==> config.mk <==
export PLATFORM = sky130hd
export DESIGN_NAME = alu_op_encoder
export DESIGN_NICKNAME = d
export VERILOG_FILES = /design/src/rtl/alu_op_encoder.sv
export SDC_FILE = /design/constraint.sdc
export NUM_CORES = 1
export LEC_CHECK = 0
export CAP_MARGIN = 20
export CELL_PAD_IN_SITES_DETAIL_PLACEMENT = 0
export CELL_PAD_IN_SITES_GLOBAL_PLACEMENT = 2
export CORE_MARGIN = 3
export CORE_UTILIZATION = 23
export CTS_CLUSTER_SIZE = 30
export DETAILED_ROUTE_END_ITERATION = 10
export DONT_BUFFER_PORTS = 1
export HOLD_SLACK_MARGIN = 0.03
export PLACE_DENSITY = 0.56
export SETUP_SLACK_MARGIN = 0.5
export SLEW_MARGIN = 10
export SYNTH_ARGS = -nofsm -noshare
export SYNTH_HDL_FRONTEND = slang
export SYNTH_SLANG_ARGS = --single-unit
export TNS_END_PERCENT = 20
==> constraint.sdc <==
create_clock -name clk -period 1.6 [get_ports clk]
set_input_delay 0.16 -clock clk [delete_from_list [all_inputs] [get_ports clk]]
set_output_delay 0.16 -clock clk [all_outputs]
set_load 0.02 [all_outputs]
==> src/rtl/alu_op_encoder.sv <==
// RV32I decode stage: instruction -> ALU operation, immediate and SrcB select.
// One output register plus a skid entry so a stalled execute stage loses nothing.
module alu_op_encoder #(
    parameter int DATA_WIDTH    = 32,
    parameter int OPCODE_LENGTH = 4
) (
    input  logic                     clk,
    input  logic                     reset,
    input  logic                     flush,
    input  logic                     in_valid,
    output logic                     in_ready,
    input  logic [DATA_WIDTH-1:0]    in_instr,
    output logic                     out_valid,
    input  logic                     out_ready,
    output logic [OPCODE_LENGTH-1:0] out_operation,
    output logic [DATA_WIDTH-1:0]    out_imm,
    output logic                     out_alu_src,
    output logic                     out_illegal
);

    typedef struct packed {
        logic [OPCODE_LENGTH-1:0] op;
        logic [DATA_WIDTH-1:0]    imm;
        logic                     alu_src;
        logic                     illegal;
    } entry_t;

    localparam logic [OPCODE_LENGTH-1:0] OP_AND  = 4'b0000;
    localparam logic [OPCODE_LENGTH-1:0] OP_OR   = 4'b0001;
    localparam logic [OPCODE_LENGTH-1:0] OP_ADD  = 4'b0010;
    localparam logic [OPCODE_LENGTH-1:0] OP_SUB  = 4'b0011;
    localparam logic [OPCODE_LENGTH-1:0] OP_SLL  = 4'b0100;
    localparam logic [OPCODE_LENGTH-1:0] OP_SRL  = 4'b0101;
    localparam logic [OPCODE_LENGTH-1:0] OP_XOR  = 4'b0110;
    localparam logic [OPCODE_LENGTH-1:0] OP_SRA  = 4'b0111;
    localparam logic [OPCODE_LENGTH-1:0] OP_BEQ  = 4'b1000;
    localparam logic [OPCODE_LENGTH-1:0] OP_LUI  = 4'b1001;
    localparam logic [OPCODE_LENGTH-1:0] OP_BNE  = 4'b1010;
    localparam logic [OPCODE_LENGTH-1:0] OP_BLT  = 4'b1011;
    localparam logic [OPCODE_LENGTH-1:0] OP_SLT  = 4'b1100;
    localparam logic [OPCODE_LENGTH-1:0] OP_BGE  = 4'b1101;
    localparam logic [OPCODE_LENGTH-1:0] OP_JAL  = 4'b1110;
    localparam logic [OPCODE_LENGTH-1:0] OP_JALR = 4'b1111;

    logic [6:0] opc;
    logic [2:0] f3;
    logic [6:0] f7;
    logic [DATA_WIDTH-1:0] imm_i, imm_s, imm_b, imm_j, imm_u;
    entry_t dec;

    assign opc   = in_instr[6:0];
    assign f3    = in_instr[14:12];
    assign f7    = in_instr[31:25];
    assign imm_i = {{20{in_instr[31]}}, in_instr[31:20]};
    assign imm_s = {{20{in_instr[31]}}, in_instr[31:25], in_instr[11:7]};
    assign imm_b = {{19{in_instr[31]}}, in_instr[31], in_instr[7],
                    in_instr[30:25], in_instr[11:8], 1'b0};
    assign imm_j = {{11{in_instr[31]}}, in_instr[31], in_instr[19:12],
                    in_instr[20], in_instr[30:21], 1'b0};
    assign imm_u = {12'b0, in_instr[31:12]};

    always_comb begin
        dec = '0;
        case (opc)
            7'b0110011: begin
                if (f7 == 7'h00) begin
                    case (f3)
                        3'b000:  dec.op = OP_ADD;
                        3'b111:  dec.op = OP_AND;
                        3'b110:  dec.op = OP_OR;
                        3'b100:  dec.op = OP_XOR;
                        3'b001:  dec.op = OP_SLL;
                        3'b101:  dec.op = OP_SRL;
                        3'b010:  dec.op = OP_SLT;
                        default: dec.illegal = 1'b1;
                    endcase
                end else if (f7 == 7'h20) begin
                    case (f3)
                        3'b000:  dec.op = OP_SUB;
                        3'b101:  dec.op = OP_SRA;
                        default: dec.illegal = 1'b1;
                    endcase
                end else begin
                    dec.illegal = 1'b1;
                end
            end
            7'b0010011: begin
                dec.alu_src = 1'b1;
                dec.imm     = imm_i;
                case (f3)
                    3'b000: dec.op = OP_ADD;
                    3'b111: dec.op = OP_AND;
                    3'b110: dec.op = OP_OR;
                    3'b100: dec.op = OP_XOR;
                    3'b010: dec.op = OP_SLT;
                    3'b001: begin
                        dec.op      = OP_SLL;
                        dec.illegal = (f7 != 7'h00);
                    end
                    3'b101: begin
                        dec.op      = (f7 == 7'h20) ? OP_SRA : OP_SRL;
                        dec.illegal = (f7 != 7'h00) && (f7 != 7'h20);
                    end
                    default: dec.illegal = 1'b1;
                endcase
            end
            7'b0000011: begin
                dec.op      = OP_ADD;
                dec.alu_src = 1'b1;
                dec.imm     = imm_i;
                dec.illegal = (f3 == 3'b011) || (f3 == 3'b110) || (f3 == 3'b111);
            end
            7'b0100011: begin
                dec.op      = OP_ADD;
                dec.alu_src = 1'b1;
                dec.imm     = imm_s;
                dec.illegal = (f3 > 3'b010);
            end
            7'b1100011: begin
                dec.imm = imm_b;
                case (f3)
                    3'b000:  dec.op = OP_BEQ;
                    3'b001:  dec.op = OP_BNE;
                    3'b100:  dec.op = OP_BLT;
                    3'b101:  dec.op = OP_BGE;
                    default: dec.illegal = 1'b1;
                endcase
            end
            7'b0110111: begin
                dec.op      = OP_LUI;
                dec.alu_src = 1'b1;
                dec.imm     = imm_u;
            end
            7'b1101111: begin
                dec.op  = OP_JAL;
                dec.imm = imm_j;
            end
            7'b1100111: begin
                dec.op      = OP_JALR;
                dec.imm     = imm_i;
                dec.illegal = (f3 != 3'b000);
            end
            default: dec.illegal = 1'b1;
        endcase
        // An undecodable word still travels as a beat, with a zeroed payload
        if (dec.illegal) begin
            dec.op      = '0;
            dec.imm     = '0;
            dec.alu_src = 1'b0;
        end
    end

    logic   main_valid_q, main_valid_d;
    logic   skid_valid_q, skid_valid_d;
    entry_t main_q, main_d;
    entry_t skid_q, skid_d;
    logic   accept;

    assign in_ready = !skid_valid_q;
    assign accept   = in_valid && in_ready;

    always_comb begin
        main_valid_d = main_valid_q;
        skid_valid_d = skid_valid_q;
        main_d       = main_q;
        skid_d       = skid_q;
        if (flush) begin
            main_valid_d = 1'b0;
            skid_valid_d = 1'b0;
        end else if (!main_valid_q || out_ready) begin
            if (skid_valid_q) begin
                main_valid_d = 1'b1;
                main_d       = skid_q;
                skid_valid_d = 1'b0;
            end else if (accept) begin
                main_valid_d = 1'b1;
                main_d       = dec;
            end else begin
                main_valid_d = 1'b0;
            end
        end else if (accept) begin
            skid_valid_d = 1'b1;
            skid_d       = dec;
        end
    end

    always_ff @(posedge clk or posedge reset) begin
        if (reset) begin
            main_valid_q <= 1'b0;
            skid_valid_q <= 1'b0;
            main_q       <= '0;
            skid_q       <= '0;
        end else begin
            main_valid_q <= main_valid_d;
            skid_valid_q <= skid_valid_d;
            main_q       <= main_d;
            skid_q       <= skid_d;
        end
    end

    assign out_valid     = main_valid_q;
    assign out_operation = main_q.op;
    assign out_imm       = main_q.imm;
    assign out_alu_src   = main_q.alu_src;
    assign out_illegal   = main_q.illegal;

endmodule

==> results of run 1 <==
## cell families (layout without fill, tap and decap cells)
logic type,Yosys count,after routing
flip-flops,56,56
XOR/XNOR,1,1
AND/OR/NAND/NOR,132,132
multiplexers,3,3
AO/OA/AOI/OAI,141,141
buffers and inverters,48,86
## layout by cell type (no fill, tap or decap), drive strengths merged, types with 4 or more instances in the layout
master / instances
dlygate4sd3: 4
a221oi: 9
inv: 8
nor2: 23
o31ai: 27
a21oi: 38
buf: 64
and3: 23
a22oi: 6
nor3: 9
dfrtp: 56
nand2b: 6
clkbuf: 7
nor4: 4
a22o: 4
nand3: 5
nand2: 40
o21ai: 34
## final cells by class
type / count / share of cell area
multi-input combinational: 277 / 0.4278
clock buffer: 5 / 0.02867
timing repair buffer: 70 / 0.1583
inverter: 8 / 0.006881
clock inverter: 3 / 0.005161
sequential: 56 / 0.3217
tap: 180 / 0.05161
## sequential cells by signal (all words and copies together), names as in the netlist
register / cells
skid_q: 27
out_operation: 4
out_illegal: 1
out_alu_src: 1
skid_valid_q: 1
out_valid: 1
out_imm: 21
## metrics by stage
stage | hold WS, ns | std cells
2_1_floorplan | 0.2195 | 381
3_3_place_gp | 0.1391 | 584
3_5_place_dp | 0.1389 | 584
4_1_cts | 0.06075 | 596
5_1_grt | 0.08029 | 599
6_report | 0.06519 | 599
## worst min path at each step
| stage | startpoint | to | slack, ns | cells after the start |
|---|---|---|---|---|
| global route | in_instr[11] | out_imm[4] | 0.08 | 2 |
| global placement | reset | out_operation[3] | 0.14 | 2 |
| CTS | in_instr[11] | out_imm[4] | 0.06 | 2 |
| finish | in_instr[11] | out_imm[4] | 0.07 | 2 |
| floorplan | flush | out_valid | 0.22 | 1 |
| detailed placement | reset | out_operation[3] | 0.14 | 2 |
## metal layers
layer / track usage / vias up / wire, um / part of all wire
li1: - / 1486 / - / -
met1: 0.2151 / 1533 / 5711 / 0.46
met2: 0.2495 / 65 / 5919 / 0.48
met3: 0.03435 / 7 / 632 / 0.051
met4: 0.03659 / 0 / 153 / 0.012
met5: 0 / - / 0 / 0
## power by group through the flow
stage | clock, mW | combinational, mW | sequential [mW]
2_1_floorplan | 0 | 0.340 | 1.50
3_3_place_gp | 0 | 0.451 | 1.49
3_5_place_dp | 0 | 0.450 | 1.49
4_1_cts | 1.18 | 0.466 | 1.46
5_1_grt | 1.23 | 0.515 | 1.47
6_report | 1.14 | 0.473 | 1.46
## what timing repair did
action | CTS | global route
hold buffers | 4 | 0
resized for setup | 13 | 28
pin swaps | 5 | 9
endpoints found under the hold margin | 59 | 0
gates cloned | 0 | 2
buffers inserted | 0 | 1
endpoints found under the setup margin | 67 | 67
## critical path, stage by stage, from the launching register on
cell and delay [ns]:
sky130_fd_sc_hd__dfrtp_2 0.40, sky130_fd_sc_hd__nor2b_4 0.12, sky130_fd_sc_hd__or3_4 0.40, sky130_fd_sc_hd__nor2_4 0.14
sky130_fd_sc_hd__nand4bb_4 0.20, sky130_fd_sc_hd__clkbuf_16 0.24, sky130_fd_sc_hd__o21ai_1 0.13
==> metrics.md, run 1 <==
| Metric | Value |
|---|---|
| Minimum period implied by the final worst setup slack | about 1.7 ns |
| Basic-gate share of the synthesized area counting and, or, nand and nor cells | 0.2099 |
| Die H | 126.2 um |
| Number of register bits inferred by synthesis | 56 |
| Number of buffers inserted during clock tree synthesis | 5 |
| Internal Power | about 2.2 mW |
| Share of the core filled with cells | 0.3120 |
| Result of the run | complete, but fails checks |
| Worst voltage drop across the vdd grid | about 0.0004 V |
| Number of violations reported at the end of detailed-routing iteration 0 | 191 |
| Core Area | about 0.014 sq mm |
| Leading cell type by number of instances after synthesis | sky130_fd_sc_hd__dfrtp_1 |
| Post-DP Area | about 0.0040 sq mm |
| Avg Inst Size Synth | 8.716 sq um |
| Number of placed I/O pins | slightly below 80 |
| Net Count, Synth | 418 |
| Violated checks | setup timing |
| Overall overflow remaining after global route | 0 |
| Endpoint of the worst setup timing path | out_imm[18] |
| Total track usage | 0.1557 |
| Setup repair after global routing missed its margin | yes |
| Leakage power figure | approximately 1.8 nW |
| Launch point of the critical path | out_valid |
| Endpoint required time on the critical path | approximately 1.8 ns |
| Number of warnings reported in the yosys synthesis log | 0 |
| Synthesized-area fraction occupied by ao, oa, aoi and oai cells | 0.2781 |
| Power spent charging and discharging nets | just under 0.9 mW |
| Clock tree skew after final layout | between 0.005 and 0.006 ns |
| Pwr per Cell Area | between 700 and 800 mW/mm^2 |
| Largest fanout of any net on the critical path | 9 |
| Clock Path Buffers | 2 |
| Routability Congestion | 0.8168 |
| Clock slew at reported path FFs | 0.08 ns |
| Signal arrival time at the worst endpoint | just under 2 ns |
| Area share of xor/xnor cells in the synthesized design | 0.002638 |
| Slew Limit Headroom | 0.5198 |
| Number of failing hold endpoints at the final stage | 0 |
| Multiplexer area fraction after synthesis | 0.01017 |
| Antenna violations before repair | 0 |
| Critical Path Start Type | flip-flop |
| Share of flip-flops with an asynchronous set or reset | 1.000 |
| Largest net degree at the start of global routing | between 50 and 60 |
| Setup Crit Path Kind | flip-flop to flip-flop |
| Upper clock frequency limit | ~600 MHz |
| Number of iterations in the first detailed-routing pass | 4 |
| Vias per std cell | roughly 5.2 |
| Detail Route Antenna Nets | 0 |
| Distinct cell type count after synthesis | 58 |
| Number of enable-type register cells in the synthesized netlist | 0 |
| NumNets Final | about 460 |
| Insertion delay to the later sink of the worst-skew pair | around 0.30 ns |
| Area leader, netlist | sky130_fd_sc_hd__dfrtp_1 |
| Combined flip-flop and latch cell area | 0.001404 sq mm |
| Max_cap viols | 0 |
| Routed length per placed instance | about 21 um |
| R2R Path End | out_imm[18] |
| Switching part of the total | 0.2827 |
| Clock Sink Count | 56 |
| Fraction of the cycle the final worst path needs | 1.061 |
| Area overhead of the layout relative to synthesis | 31.42% |
| Sequential fraction of the synthesis area | 0.4220 |
| Worst-Margin Slew | 0.7203 ns |
| Wire length of the first global-routing pass | between 15,000 and 20,000 um |
| Number of rows in the core area | 43 |
| Most frequent cells after synthesis | sky130_fd_sc_hd__dfrtp_1 (56), sky130_fd_sc_hd__nand2_1 (40), sky130_fd_sc_hd__a21oi_1 (38) |
| Combinational family with the most area after synthesis | compound AO/OA/AOI/OAI gates |
| Post-Syn Instances | roughly 380 |
| Worst slack after detailed placement | -0.2636 ns |
| Sequential group share of total power | 0.476 |
| Clock network fraction of design power | 0.371 |
| Total Routed Length | 12,420 um |
| Most instantiated flip-flop cell in the synthesis netlist | sky130_fd_sc_hd__dfrtp_1 |
| Fraction of post-synthesis cell area in the top cell type by area | 0.4220 |
| Capturing element type of the critical path | flip-flop |
| Number of setup violations in the final report | 20 |
| Length in cells of the worst reg-to-reg path | 6 |
| Adder-cell area share of the yosys netlist | 0 |
| Root Buffer | sky130_fd_sc_hd__clkbuf_16 |
| Post-detailed-route DRC marker count | 0 |
| Area enclosed by the die boundary | 0.01592 sq mm |
| Final setup slack of the worst path | -0.09810 ns |
| Worst setup slack for register-to-register paths | -0.1 ns |
| Die outline width | between 100 and 150 um |
| Clock tree from TritonCTS | done |
| Cell types occupying the most area after synthesis | sky130_fd_sc_hd__dfrtp_1 (42%), sky130_fd_sc_hd__o31ai_1 (5.9%), sky130_fd_sc_hd__a21oi_1 (5.7%) |
| Input/output buffers | 0 |
| Filler Cell Count | 1,506 |
| Count of inserted antenna diode cells | 0 |
| Fraction of final layout cells sized beyond drive strength 1 | 0.2936 |
| Worst min-delay path class | input pin to flip-flop |
| Area of combinational cells with multiple inputs | between 0.0015 and 0.002 sq mm |
| Fin Setup TNS | -1.373 ns |
| Htree depth | 2 |
| R2r startpoint | out_valid |
| Combinational Power Share | 0.154 |
| Initial cell density of the core | 0.2374 |
| HPWL after DPL | 8891 um |
| Summed instance area of the synthesized netlist | 0.003321 sq mm |
| DR vias | a little over 3,000 |
| Via count of the first global-routing pass | 3,098 |
| Final-report max-slew violation count | 0 |
| Post-layout power | 3.077 mW |
| Layout Cell Area excl Fill | 0.004364 sq mm |
No activity file was read; power rests on OpenSTA's default activity.
==> inputs of run 2 (changes only) <==
- MAX_ROUTING_LAYER: unset -> met4
- TNS_END_PERCENT: 20 -> 1
==> metrics.md, run 2 (synthesis results as in run 1) <==
| Metric | Value |
|---|---|
| Die H | 126.2 um (unchanged) |
| Insertion delay to the later sink of the worst-skew pair | 0.30 ns (about the same) |
| HPWL after DPL | 8844 um (-0.54%) |
| Number of setup violations in the final report | 22 (+10%) |
| Number of buffers inserted during clock tree synthesis | 5 (unchanged) |
| Worst min-delay path class | input pin to flip-flop |
| Largest fanout of any net on the critical path | 29 (+20) |
| Largest net degree at the start of global routing | 35 (-39%) |
| Number of rows in the core area | 43 (unchanged) |
| Via count of the first global-routing pass | 3,254 (+5.0%) |
| NumNets Final | 448 (-1.5%) |
| Total track usage | 0.1597 (+0.003916) |
| Count of inserted antenna diode cells | 0 (unchanged) |
| Critical Path Start Type | flip-flop |
| Clock tree skew after final layout | 0.006791 ns (+0.001618 ns) |
| Area of combinational cells with multiple inputs | 0.001853 sq mm (-0.74%) |
| DR vias | 3,061 (-0.97%) |
| Number of iterations in the first detailed-routing pass | 4 (unchanged) |
| Overall overflow remaining after global route | 0 (unchanged) |
| Input/output buffers | 0 (unchanged) |
| Final-report max-slew violation count | 0 (unchanged) |
| Total Routed Length | 11,980 um (-3.5%) |
| Worst Hold Margin | 0.05171 ns (-0.01348 ns) |
| Area overhead of the layout relative to synthesis | 28.33% |
| Setup repair after global routing missed its margin | yes |
| Max_cap viols | 0 (unchanged) |
| Signal arrival time at the worst endpoint | 1.85 ns (-0.08 ns) |
| Most frequent cells in the layout | sky130_fd_sc_hd__dfrtp_1 (54), sky130_fd_sc_hd__buf_4 (48), sky130_fd_sc_hd__nand2_1 (38) |
| Switching part of the total | 0.2788 (-0.003965) |
| Setup Crit Path Kind | flip-flop to flip-flop |
| Filler Cell Count | 1,537 (+2.1%) |
| Combined flip-flop and latch cell area | 0.001404 sq mm (unchanged) |
| Htree depth | 2 (unchanged) |
| Root Buffer | sky130_fd_sc_hd__clkbuf_16 |
| Sequential group share of total power | 0.481 (+0.005) |
| Capturing element type of the critical path | flip-flop |
| Number of non-filler instances in the completed layout | 592 (-1.2%) |
| Number of failing hold endpoints at the final stage | 0 (unchanged) |
| Result of the run | complete, but fails checks |
| Post-detailed-route DRC marker count | 0 (unchanged) |
| Violated checks | setup timing |
| Crit path cell chain | nor2b_4 -> or3_4 -> buf_4 -> a221o_1 |
| Most common cell after layout, fill and taps aside | sky130_fd_sc_hd__dfrtp_1 |
| Met3 Resource Use GR | 0.02799 (-0.006361) |
| Routability Congestion | 0.8440 (+3.3%) |
| Endpoint required time on the critical path | 1.78 ns (-0.05 ns) |
| Clock network fraction of design power | 0.369 (-0.002) |
| Wire length of the first global-routing pass | 19,570 um (+0.43%) |
| Placed Cells incl. Taps | 581 (-0.51%) |
| Upper clock frequency limit | 599.0 MHz (+1.7%) |
| Initial cell density of the core | 0.2374 (unchanged) |
| Clock tree from TritonCTS | done |
| Flip-flop count of the largest register after layout | 27 (unchanged) |
| Power spent charging and discharging nets | 0.8491 mW (-2.4%) |
| Area enclosed by the die boundary | 0.01592 sq mm (unchanged) |
| Global-route track usage on met2 | 0.2538 (+0.004382) |
| Fraction of the cycle the final worst path needs | 1.043 (-0.01783) |
| Slew Limit Headroom | 0.5802 (+0.06037) |
| Clock Path Buffers | 2 (unchanged) |
| Minimum period implied by the final worst setup slack | 1.670 ns (-0.02854 ns) |
| Register bank with the most flops | skid_q |
| Die outline width | 126.2 um (unchanged) |
| Leakage power figure | 1.752 nW (-4.0%) |
| Internal Power | 2.197 mW (-0.45%) |
| Core Area | 0.01399 sq mm (unchanged) |
| Routed length per placed instance | 20.23 um (-2.4%) |
| Met1 track demand over resource in global routing | 0.2080 (-0.007057) |
| Worst voltage drop across the vdd grid | 0.0004105 V (+5.0%) |
| Number of placed I/O pins | 77 (unchanged) |
| Final setup slack of the worst path | -0.06956 ns (+0.02854 ns) |
| Worst-Margin Slew | 0.6298 ns (-0.09056 ns) |
| Largest stage delay, worst path | 0.40 ns (about the same) |
| Combinational Power Share | 0.150 (-0.004) |
| Number of violations reported at the end of detailed-routing iteration 0 | 182 (-4.7%) |
| Vias per std cell | 5.171 (+0.20%) |
| Pwr per Cell Area | 714.8 mW/mm^2 (+1.4%) |
| Fin Setup TNS | -0.7002 ns (+0.6733 ns) |
| Slowest cell on the critical path | sky130_fd_sc_hd__dfrtp_2 |
| Setup Fix Bufs, Post-CTS | 0 (unchanged) |
| Fraction of final layout cells sized beyond drive strength 1 | 0.2646 (-0.02899) |
| Clock Sink Count | 56 (unchanged) |
| Antenna violations before repair | 0 (unchanged) |
| GRT busiest layer | met2 |
| Clock slew at reported path FFs | 0.07 ns (about the same) |
| Detail Route Antenna Nets | 0 (unchanged) |
[run 2: power by group through the flow]
| stage | clock network (mW) | logic, mW | registers [mW] |
|---|---|---|---|
| after floorplan | 0 | 0.336 | 1.50 |
| after global placement | 0 | 0.432 | 1.49 |
| after detailed placement | 0 | 0.431 | 1.49 |
| after CTS | 1.17 | 0.453 | 1.47 |
| after global routing | 1.22 | 0.504 | 1.47 |
| final | 1.12 | 0.457 | 1.47 |
[run 2: layer usage]
metal	share of wire	routed length, um
met2	0.49	5882
met1	0.45	5417
met3	0.037	442
met4	0.020	236
met5	0	0
[run 2: cell type report]
class,count,share of cell area
clock inverter,3,0.005578
tap,180,0.05285
sequential,56,0.3294
multi-input combinational,277,0.4348
clock buffer,5,0.02936
inverter,8,0.008221
timing repair buffer,63,0.1398
[run 2: worst paths after layout]
| check | startpoint | end | slack [ns] | cells past startpoint |
|---|---|---|---|---|
| worst max-delay path | out_valid | out_alu_src | -0.07 | 4 |
| worst min-delay path | out_ready | skid_valid_q | 0.05 | 2 |
| worst max register to register | out_valid | out_alu_src | -0.07 | 4 |
| worst min register to register | skid_q[19] | skid_q[19] | 0.47 | 2 |
| max in group asynchronous | reset | out_imm[30] | 0.65 | 3 |
| min in group asynchronous | reset | out_valid | 0.35 | 2 |
[run 2: timing repair]
item                                    in CTS  in global routing
pin swaps                                   13                 15
hold buffers                                 3                  0
hold endpoints to repair                    23                  0
gates resized for setup                     30                 19
endpoints found under the setup margin      67                 67
[run 2: stage by stage]
stage / area, sq um / total power, mW / setup slack (ns) / utilization
after floorplan: 3377 / 1.837 / -0.06596 / -
after global placement: 3899 / 1.926 / -0.3302 / 0.2787
after detailed placement: 3899 / 1.926 / -0.3661 / 0.2787
after CTS: 4165 / 3.092 / -0.07876 / 0.2978
after global routing: 4262 / 3.196 / -0.1339 / 0.3047
final: 4262 / 3.046 / -0.06956 / 0.3047
[run 2: critical path: cells and delay by family (launching register included)]
family / cells / cell delay [ns]
AOI/OAI and AO/OA: 1 / 0.38
buffers and inverters: 1 / 0.26
and+or+nand+nor: 2 / 0.52
DFF: 1 / 0.40
